==> config.mk <==
export PLATFORM = sky130hd
export DESIGN_NAME = row_sequencer
export DESIGN_NICKNAME = d
export VERILOG_FILES = /design/src/rtl/sudoku_pkg.sv /design/src/rtl/row_bias_mem.sv /design/src/rtl/row_sequencer.sv
export SDC_FILE = /design/constraint.sdc
export NUM_CORES = 1
export LEC_CHECK = 0
export ABC_CLOCK_PERIOD_IN_PS = 6500
export CORE_AREA = 4 4 175 177
export DETAILED_ROUTE_END_ITERATION = 10
export DIE_AREA = 0 0 179 181
export PLACE_DENSITY_LB_ADDON = 0.25
export SETUP_SLACK_MARGIN = 0.3
export SYNTH_ARGS = -nofsm -noshare
export SYNTH_HDL_FRONTEND = slang
export SYNTH_SLANG_ARGS = --single-unit
==> constraint.sdc <==
create_clock -name clock -period 6.5 [get_ports clock]
set_input_delay 0.65 -clock clock [delete_from_list [all_inputs] [get_ports clock]]
set_output_delay 0.65 -clock clock [all_outputs]
set_load 0.02 [all_outputs]
==> src/rtl/sudoku_pkg.sv <==
// Shared row-level definitions: grid length, cursor width, sequencer state
// encoding and one-hot <-> index helpers.
package sudoku_pkg;

   localparam int GRID_LEN = 9;
   localparam int CURSOR_W = $clog2(GRID_LEN);

   typedef enum logic [4:0] {
      S_IDLE  = 5'b00001,
      S_GRANT = 5'b00010,
      S_WAIT  = 5'b00100,
      S_FWD   = 5'b01000,
      S_BAK   = 5'b10000
   } row_seq_state_t;

   // Lowest set bit wins, so a multi-hot input still yields a defined index.
   function automatic logic [CURSOR_W-1:0] onehot_to_idx(input logic [GRID_LEN-1:0] oh);
      logic [CURSOR_W-1:0] idx;
      idx = '0;
      for (int i = GRID_LEN - 1; i >= 0; i--) begin
         if (oh[i]) idx = CURSOR_W'(i);
      end
      return idx;
   endfunction

   function automatic logic [GRID_LEN-1:0] idx_to_onehot(input logic [CURSOR_W-1:0] idx);
      logic [GRID_LEN-1:0] one;
      one = GRID_LEN'(1);
      return one << idx;
   endfunction

endpackage

==> src/rtl/row_bias_mem.sv <==
// Per-row bias memory: LEN one-hot entries, identity after reset, bulk load,
// and a registered one-hot-indexed read that returns 1<<LEN for an empty index.
module row_bias_mem
   import sudoku_pkg::*;
#(
   parameter int LEN = GRID_LEN
) (
   input  logic               clock,
   input  logic               reset,
   input  logic               load_en,
   input  logic [LEN*LEN-1:0] load_data,
   input  logic               rd_en,
   input  logic [LEN-1:0]     rd_index,
   output logic [LEN:0]       rd_data
);

   logic [LEN-1:0] mem_q [LEN];
   logic [LEN-1:0] mem_d [LEN];
   logic [LEN:0]   rd_data_q;
   logic [LEN:0]   rd_data_d;

   always_comb begin
      for (int i = 0; i < LEN; i++) begin
         mem_d[i] = load_en ? load_data[i*LEN +: LEN] : mem_q[i];
      end
      rd_data_d = rd_data_q;
      if (rd_en) begin
         if (rd_index == '0) rd_data_d = {1'b1, {LEN{1'b0}}};
         else                rd_data_d = {1'b0, mem_q[onehot_to_idx(rd_index)]};
      end
   end

   always_ff @(posedge clock or posedge reset) begin
      if (reset) begin
         for (int i = 0; i < LEN; i++) begin
            mem_q[i] <= idx_to_onehot(CURSOR_W'(i));
         end
         rd_data_q <= '0;
      end else begin
         for (int i = 0; i < LEN; i++) begin
            mem_q[i] <= mem_d[i];
         end
         rd_data_q <= rd_data_d;
      end
   end

   assign rd_data = rd_data_q;

endmodule

==> src/rtl/row_sequencer.sv <==
// Row controller: walks the single myturn token across the row's tiles,
// serves bias requests from the cursor tile and builds each tile's occup_mask.
module row_sequencer
   import sudoku_pkg::*;
#(
   parameter int LEN = GRID_LEN
) (
   input  logic               clock,
   input  logic               reset,
   input  logic               row_turn,
   input  logic               row_dir,
   output logic               row_passfwd,
   output logic               row_passbak,
   input  logic               bias_load,
   input  logic [LEN*LEN-1:0] bias_wdata,
   output logic [LEN-1:0]     tile_myturn,
   input  logic [LEN-1:0]     tile_passfwd,
   input  logic [LEN-1:0]     tile_passbak,
   input  logic [LEN-1:0]     tile_rq,
   input  logic [LEN*LEN-1:0] tile_index,
   output logic [LEN:0]       value_test,
   input  logic [LEN*LEN-1:0] tile_value,
   input  logic [LEN*LEN-1:0] col_mask,
   output logic [LEN*LEN-1:0] occup_mask
);

   localparam logic [CURSOR_W-1:0] LAST = CURSOR_W'(LEN - 1);

   row_seq_state_t      state_q, state_d;
   logic [CURSOR_W-1:0] cursor_q, cursor_d;
   logic                load_en;
   logic [LEN-1:0]      acc;

   always_comb begin
      state_d     = state_q;
      cursor_d    = cursor_q;
      tile_myturn = '0;
      row_passfwd = 1'b0;
      row_passbak = 1'b0;
      case (state_q)
         S_IDLE: begin
            if (row_turn) begin
               cursor_d = row_dir ? LAST : '0;
               state_d  = S_GRANT;
            end
         end
         S_GRANT: begin
            tile_myturn = idx_to_onehot(cursor_q);
            state_d     = S_WAIT;
         end
         S_WAIT: begin
            // Backtrack has priority when the tile raises both pass lines.
            if (tile_passbak[cursor_q]) begin
               if (cursor_q == '0) begin
                  state_d = S_BAK;
               end else begin
                  cursor_d = cursor_q - 1'b1;
                  state_d  = S_GRANT;
               end
            end else if (tile_passfwd[cursor_q]) begin
               if (cursor_q == LAST) begin
                  state_d = S_FWD;
               end else begin
                  cursor_d = cursor_q + 1'b1;
                  state_d  = S_GRANT;
               end
            end
         end
         S_FWD: begin
            row_passfwd = 1'b1;
            state_d     = S_IDLE;
         end
         S_BAK: begin
            row_passbak = 1'b1;
            state_d     = S_IDLE;
         end
         default: state_d = S_IDLE;
      endcase
   end

   always_ff @(posedge clock or posedge reset) begin
      if (reset) begin
         state_q  <= S_IDLE;
         cursor_q <= '0;
      end else begin
         state_q  <= state_d;
         cursor_q <= cursor_d;
      end
   end

   // A coincident row_turn takes the row out of IDLE, so the load is dropped.
   assign load_en = (state_q == S_IDLE) && bias_load && !row_turn;

   row_bias_mem #(.LEN(LEN)) u_bias_mem (
      .clock     (clock),
      .reset     (reset),
      .load_en   (load_en),
      .load_data (bias_wdata),
      .rd_en     (tile_rq[cursor_q]),
      .rd_index  (tile_index[cursor_q*LEN +: LEN]),
      .rd_data   (value_test)
   );

   // Only tiles to the left constrain tile t; later tiles are empty or will be redone.
   always_comb begin
      occup_mask = '0;
      acc        = '0;
      for (int t = 0; t < LEN; t++) begin
         occup_mask[t*LEN +: LEN] = col_mask[t*LEN +: LEN] | acc;
         acc                      = acc | tile_value[t*LEN +: LEN];
      end
   end

endmodule

==> report_table.html <==
<table>
<tr><th>Metric</th><th>Value</th></tr>
<tr><th colspan="2">Status</th></tr>
<tr><td>Outcome</td><td>completed</td></tr>
<tr><th colspan="2">Timing</th></tr>
<tr><td>Worst Clk Skew</td><td>10.4 ps</td></tr>
<tr><td>Portion of the clock cycle consumed by the worst path in the final layout</td><td>62.4%</td></tr>
<tr><td>Worst slew pin tran</td><td>1100 ps</td></tr>
<tr><td>Headroom to the max-slew limit</td><td>26.9%</td></tr>
<tr><td>Hold slack final</td><td>504 ps</td></tr>
<tr><td>Fmax</td><td>246 MHz</td></tr>
<tr><td>Sum Neg Setup Slack</td><td>0 ps</td></tr>
<tr><td>Final count of hold timing violations</td><td>0</td></tr>
<tr><td>Max-slew violations</td><td>0</td></tr>
<tr><td>Setup repair after global routing missed its margin</td><td>no</td></tr>
<tr><td>Count of final setup violators</td><td>0</td></tr>
<tr><td>Worst Setup Slack, final</td><td>2440 ps</td></tr>
<tr><td>Post-layout minimum cycle time</td><td>4060 ps</td></tr>
<tr><th colspan="2">Detailed routing</th></tr>
<tr><td>Total wirelength of the detailed-routed design</td><td>28,800 um</td></tr>
<tr><td>1st-pass router iterations</td><td>4</td></tr>
<tr><td>Remaining design rule violation count</td><td>0</td></tr>
<tr><td>Number of DRC markers in iteration 0</td><td>325</td></tr>
<tr><td>Number of vias per cell after detailed routing</td><td>4.65</td></tr>
<tr><td>Via Count</td><td>6,554</td></tr>
<tr><td>Average wire length per cell after detail routing</td><td>20.4 um</td></tr>
<tr><td>Post-route antenna net violation count</td><td>0</td></tr>
<tr><th colspan="2">Floorplan</th></tr>
<tr><td>Number of top-level pins</td><td>458</td></tr>
<tr><td>Row Count</td><td>63</td></tr>
<tr><td>Initial core utilization</td><td>22.4%</td></tr>
<tr><td>Die area</td><td>32,400 sq um</td></tr>
<tr><td>Core region area</td><td>29,200 sq um</td></tr>
<tr><td>Height of the chip</td><td>181 um</td></tr>
<tr><td>Die Width</td><td>179 um</td></tr>
<tr><th colspan="2">Worst hold path</th></tr>
<tr><td>Path category of the worst min-delay check</td><td>reg -&gt; reg</td></tr>
<tr><td>WHS Path Cells</td><td>1</td></tr>
<tr><td>Worst-case hold path end point</td><td>u_bias_mem.mem_q[73]$_DFFE_PP0P_</td></tr>
<tr><td>Worst hold path startpoint</td><td>u_bias_mem.mem_q[73]$_DFFE_PP0P_</td></tr>
<tr><th colspan="2">Global routing</th></tr>
<tr><td>Via count of the first global-routing pass</td><td>6,735</td></tr>
<tr><td>Number of antenna violations at the first check in global routing</td><td>4</td></tr>
<tr><td>Largest net degree at the start of global routing</td><td>82</td></tr>
<tr><td>GRT Total Usage</td><td>16.6%</td></tr>
<tr><td>Remaining global-route overflow</td><td>0</td></tr>
<tr><td>Global-route wire length before repair</td><td>40,600 um</td></tr>
<tr><th colspan="2">Job</th></tr>
<tr><td>Reported max-cap violation count</td><td>0</td></tr>
<tr><th colspan="2">Power</th></tr>
<tr><td>Pwr per Cell Area</td><td>357 nW/um^2</td></tr>
<tr><td>Static leakage</td><td>4.33 nW</td></tr>
<tr><td>Maximum resistive drop on vdd</td><td>0.000291 V</td></tr>
<tr><th colspan="2">Critical path</th></tr>
<tr><td>Worst stage delay on the critical path</td><td>880 ps</td></tr>
<tr><td>WS Path Type</td><td>reg -&gt; reg</td></tr>
<tr><td>Slack of the worst reg-to-reg path</td><td>2440 ps</td></tr>
<tr><td>Critical register-to-register path endpoint</td><td>u_bias_mem.rd_data[1]$_DFFE_PP0P_</td></tr>
<tr><td>Series of cell instances along the critical path</td><td>nor4b_4 -&gt; nand2_1 -&gt; and2_1 -&gt; a21oi_2 -&gt; a21o_1 -&gt; a211oi_2 -&gt; a221oi_1 -&gt; a41oi_1</td></tr>
<tr><td>Critical path startpoint category</td><td>flop</td></tr>
<tr><td>Worst endpoint required time</td><td>6720 ps</td></tr>
<tr><td>Reg-to-reg critical path startpoint</td><td>cursor_q[0]$_DFFE_PP0P_</td></tr>
<tr><td>Stages on worst setup path</td><td>8</td></tr>
<tr><td>Crit path buffers/inverters</td><td>0</td></tr>
<tr><td>Category of the worst setup path capture point</td><td>flop</td></tr>
<tr><td>Maximum fanout along the worst path</td><td>32</td></tr>
<tr><td>Cell family contributing the most delay on the critical path</td><td>compound AO/OA/AOI/OAI gates</td></tr>
<tr><td>Max stage delay cell, worst path</td><td>nor4b_4</td></tr>
<tr><td>Depth of the worst register-to-register path</td><td>8</td></tr>
<tr><td>Worst EP arrival</td><td>4280 ps</td></tr>
<tr><th colspan="2">Clock tree</th></tr>
<tr><td>CTS tree</td><td>yes</td></tr>
<tr><td>Total number of clock tree sinks</td><td>100</td></tr>
<tr><td>Maximum root-to-sink buffer count</td><td>2</td></tr>
<tr><td>Total CTS buffers</td><td>9</td></tr>
<tr><td>CTS Root Buffer Type</td><td>clkbuf_16</td></tr>
<tr><td>Hold buffers post-CTS</td><td>0</td></tr>
<tr><td>Deepest level of the CTS H-tree</td><td>3</td></tr>
<tr><td>Reg clk slew, reported paths</td><td>70 ps</td></tr>
<tr><td>Setup fix buffers added after clock tree synthesis</td><td>0</td></tr>
<tr><td>Gates resized, CTS repair</td><td>0</td></tr>
<tr><td>Clock latency of the later-clocked register in the worst-skew pair</td><td>350 ps</td></tr>
<tr><th colspan="2">Layout</th></tr>
<tr><td>Number of fill cells</td><td>2,948</td></tr>
<tr><td>Utilization of the core after routing</td><td>39.2%</td></tr>
<tr><td>Net count of the finished layout</td><td>1,373</td></tr>
<tr><td>Syn-to-layout area delta</td><td>74.5%</td></tr>
<tr><td>Layout cell share with drive strength beyond 1</td><td>17.7%</td></tr>
<tr><th colspan="2">Yosys</th></tr>
<tr><td>Count of distinct cell types in the synthesized netlist</td><td>66</td></tr>
<tr><td>Seq cells post-synth</td><td>100</td></tr>
<tr><td>Synth warn</td><td>0</td></tr>
<tr><td>Mapped Cells</td><td>610</td></tr>
<tr><td>FFs w/ async S/R, synth</td><td>100%</td></tr>
<tr><td>Number of enable-type register cells in the synthesized netlist</td><td>0</td></tr>
<tr><td>Mapped Nets</td><td>969</td></tr>
<tr><td>Netlist area before placement</td><td>6560 sq um</td></tr>
<tr><td>Most used flip-flop cell after synthesis</td><td>dfrtp_1</td></tr>
<tr><td>Seq/Total Area, Yosys</td><td>38.3%</td></tr>
<tr><td>Syn_area_per_cell</td><td>10.8 sq um</td></tr>
<tr><th colspan="2">Placement</th></tr>
<tr><td>Half-perimeter wire length of the detailed placement result</td><td>23,500 um</td></tr>
<tr><td>Worst-case setup slack after placement</td><td>2380 ps</td></tr>
<tr><td>Count of input and output buffers</td><td>430</td></tr>
<tr><td>Final estimated routing congestion in global placement</td><td>0.812</td></tr>
</table>
[Yosys cell counts (11+ instances only)]
cell type / n / area [sq um]
dfrtp_1: 90 / 2250
o21ai_0: 27 / 135
nor2_1: 33 / 124
buf_4: 12 / 90.1
or2_2: 18 / 113
nand3_1: 36 / 180
clkbuf_1: 20 / 75.1
mux4_2: 17 / 383
or4_1: 27 / 203
or3_1: 20 / 125
nand2_1: 41 / 154
nand2b_1: 11 / 68.8
mux2_2: 84 / 946
[report_power, final]
| group | total [W] | internal, W | switching [W] |
|---|---|---|---|
| Sequential | 0.00118 | 0.000954 | 0.000222 |
| Clock | 0.000516 | 0.000264 | 0.000252 |
| Combinational | 0.00240 | 0.00114 | 0.00126 |
| Total | 0.00409 | 0.00236 | 0.00174 |
[placed cells by master, fill, tap and decap left out, drive strengths merged, types with 4 or more instances in the layout]
| cell | count |
|---|---|
| a31oi | 8 |
| clkbuf | 10 |
| mux4 | 22 |
| nand2 | 42 |
| nor2b | 4 |
| a21oi | 5 |
| clkdlybuf4s50 | 430 |
| buf | 6 |
| a221oi | 6 |
| mux2i | 10 |
| dfrtp | 90 |
| o211a | 5 |
| or3 | 20 |
| or4 | 27 |
| nand3 | 36 |
| a22o | 6 |
| a211oi | 4 |
| a21boi | 7 |
| and2 | 4 |
| dfstp | 10 |
| and3 | 8 |
| mux2 | 88 |
| nand2b | 11 |
| a21o | 5 |
| o31ai | 7 |
| o21ai | 31 |
| a31o | 6 |
| nor2 | 33 |
| a211o | 5 |
| inv | 10 |
| nor3 | 5 |
| or2 | 18 |
| nor4 | 11 |
[state kept, by name (all words and copies together) (netlist names)]
signal and flops:
cursor_q 4, u_bias_mem.mem_q 81, u_bias_mem.rd_data 10, state_q 5
[area by class of cell]
type | count | area, sq um | area share [%]
repair buffers | 436 | 4350 | 38.0
clock buffers | 10 | 229 | 2.00
multi-input cells | 459 | 3790 | 33.1
clock inverters | 6 | 48.8 | 0.426
well taps | 390 | 488 | 4.26
flip-flops and latches | 100 | 2520 | 22.0
inverters | 8 | 32.5 | 0.284
diodes | 1 | 2.50 | 0.0218
[routing by layer]
metal	part of all wire (%)	up-vias	track usage, %	wire length [um]
met2	51	249	30.3	14700
met4	2.2	4	4.94	620
met5	0.11	-	0	31
met1	39	3146	18.9	11300
li1	-	3122	-	-
met3	7.5	33	3.98	2170
[how the worst max path moves through the flow]
stage	startpoint	end	slack, ps
final	cursor_q[0]$_DFFE_PP0P_	u_bias_mem.rd_data[1]$_DFFE_PP0P_	2440
after floorplan	reset	cursor_q[0]$_DFFE_PP0P_	3250
after global routing	cursor_q[0]$_DFFE_PP0P_	u_bias_mem.rd_data[5]$_DFFE_PP0P_	2110
after detailed placement	cursor_q[0]$_DFFE_PP0P_	u_bias_mem.rd_data[1]$_DFFE_PP0P_	2380
after CTS	cursor_q[0]$_DFFE_PP0P_	u_bias_mem.rd_data[1]$_DFFE_PP0P_	2370
after global placement	cursor_q[0]$_DFFE_PP0P_	u_bias_mem.rd_data[1]$_DFFE_PP0P_	2410
[stage by stage]
stage          power [W]  cells  cell area, sq um
2_1_floorplan    0.00282    610              6560
3_3_place_gp     0.00359   1393             11200
3_5_place_dp     0.00361   1393             11200
4_1_cts          0.00415   1409             11500
5_1_grt          0.00439   1410             11500
6_report         0.00409   1410             11500
[cells by family after synthesis]
family                   synth area share, %
buffers and inverters                   4.12
multiplexers                            24.7
flip-flops                              38.3
XOR/XNOR                               0.400
AO/OA/AOI/OAI                           12.5
AND/OR/NAND/NOR                         19.3
adder cells (fa/ha/maj)                0.686
No activity file was read; power rests on OpenSTA's default activity.
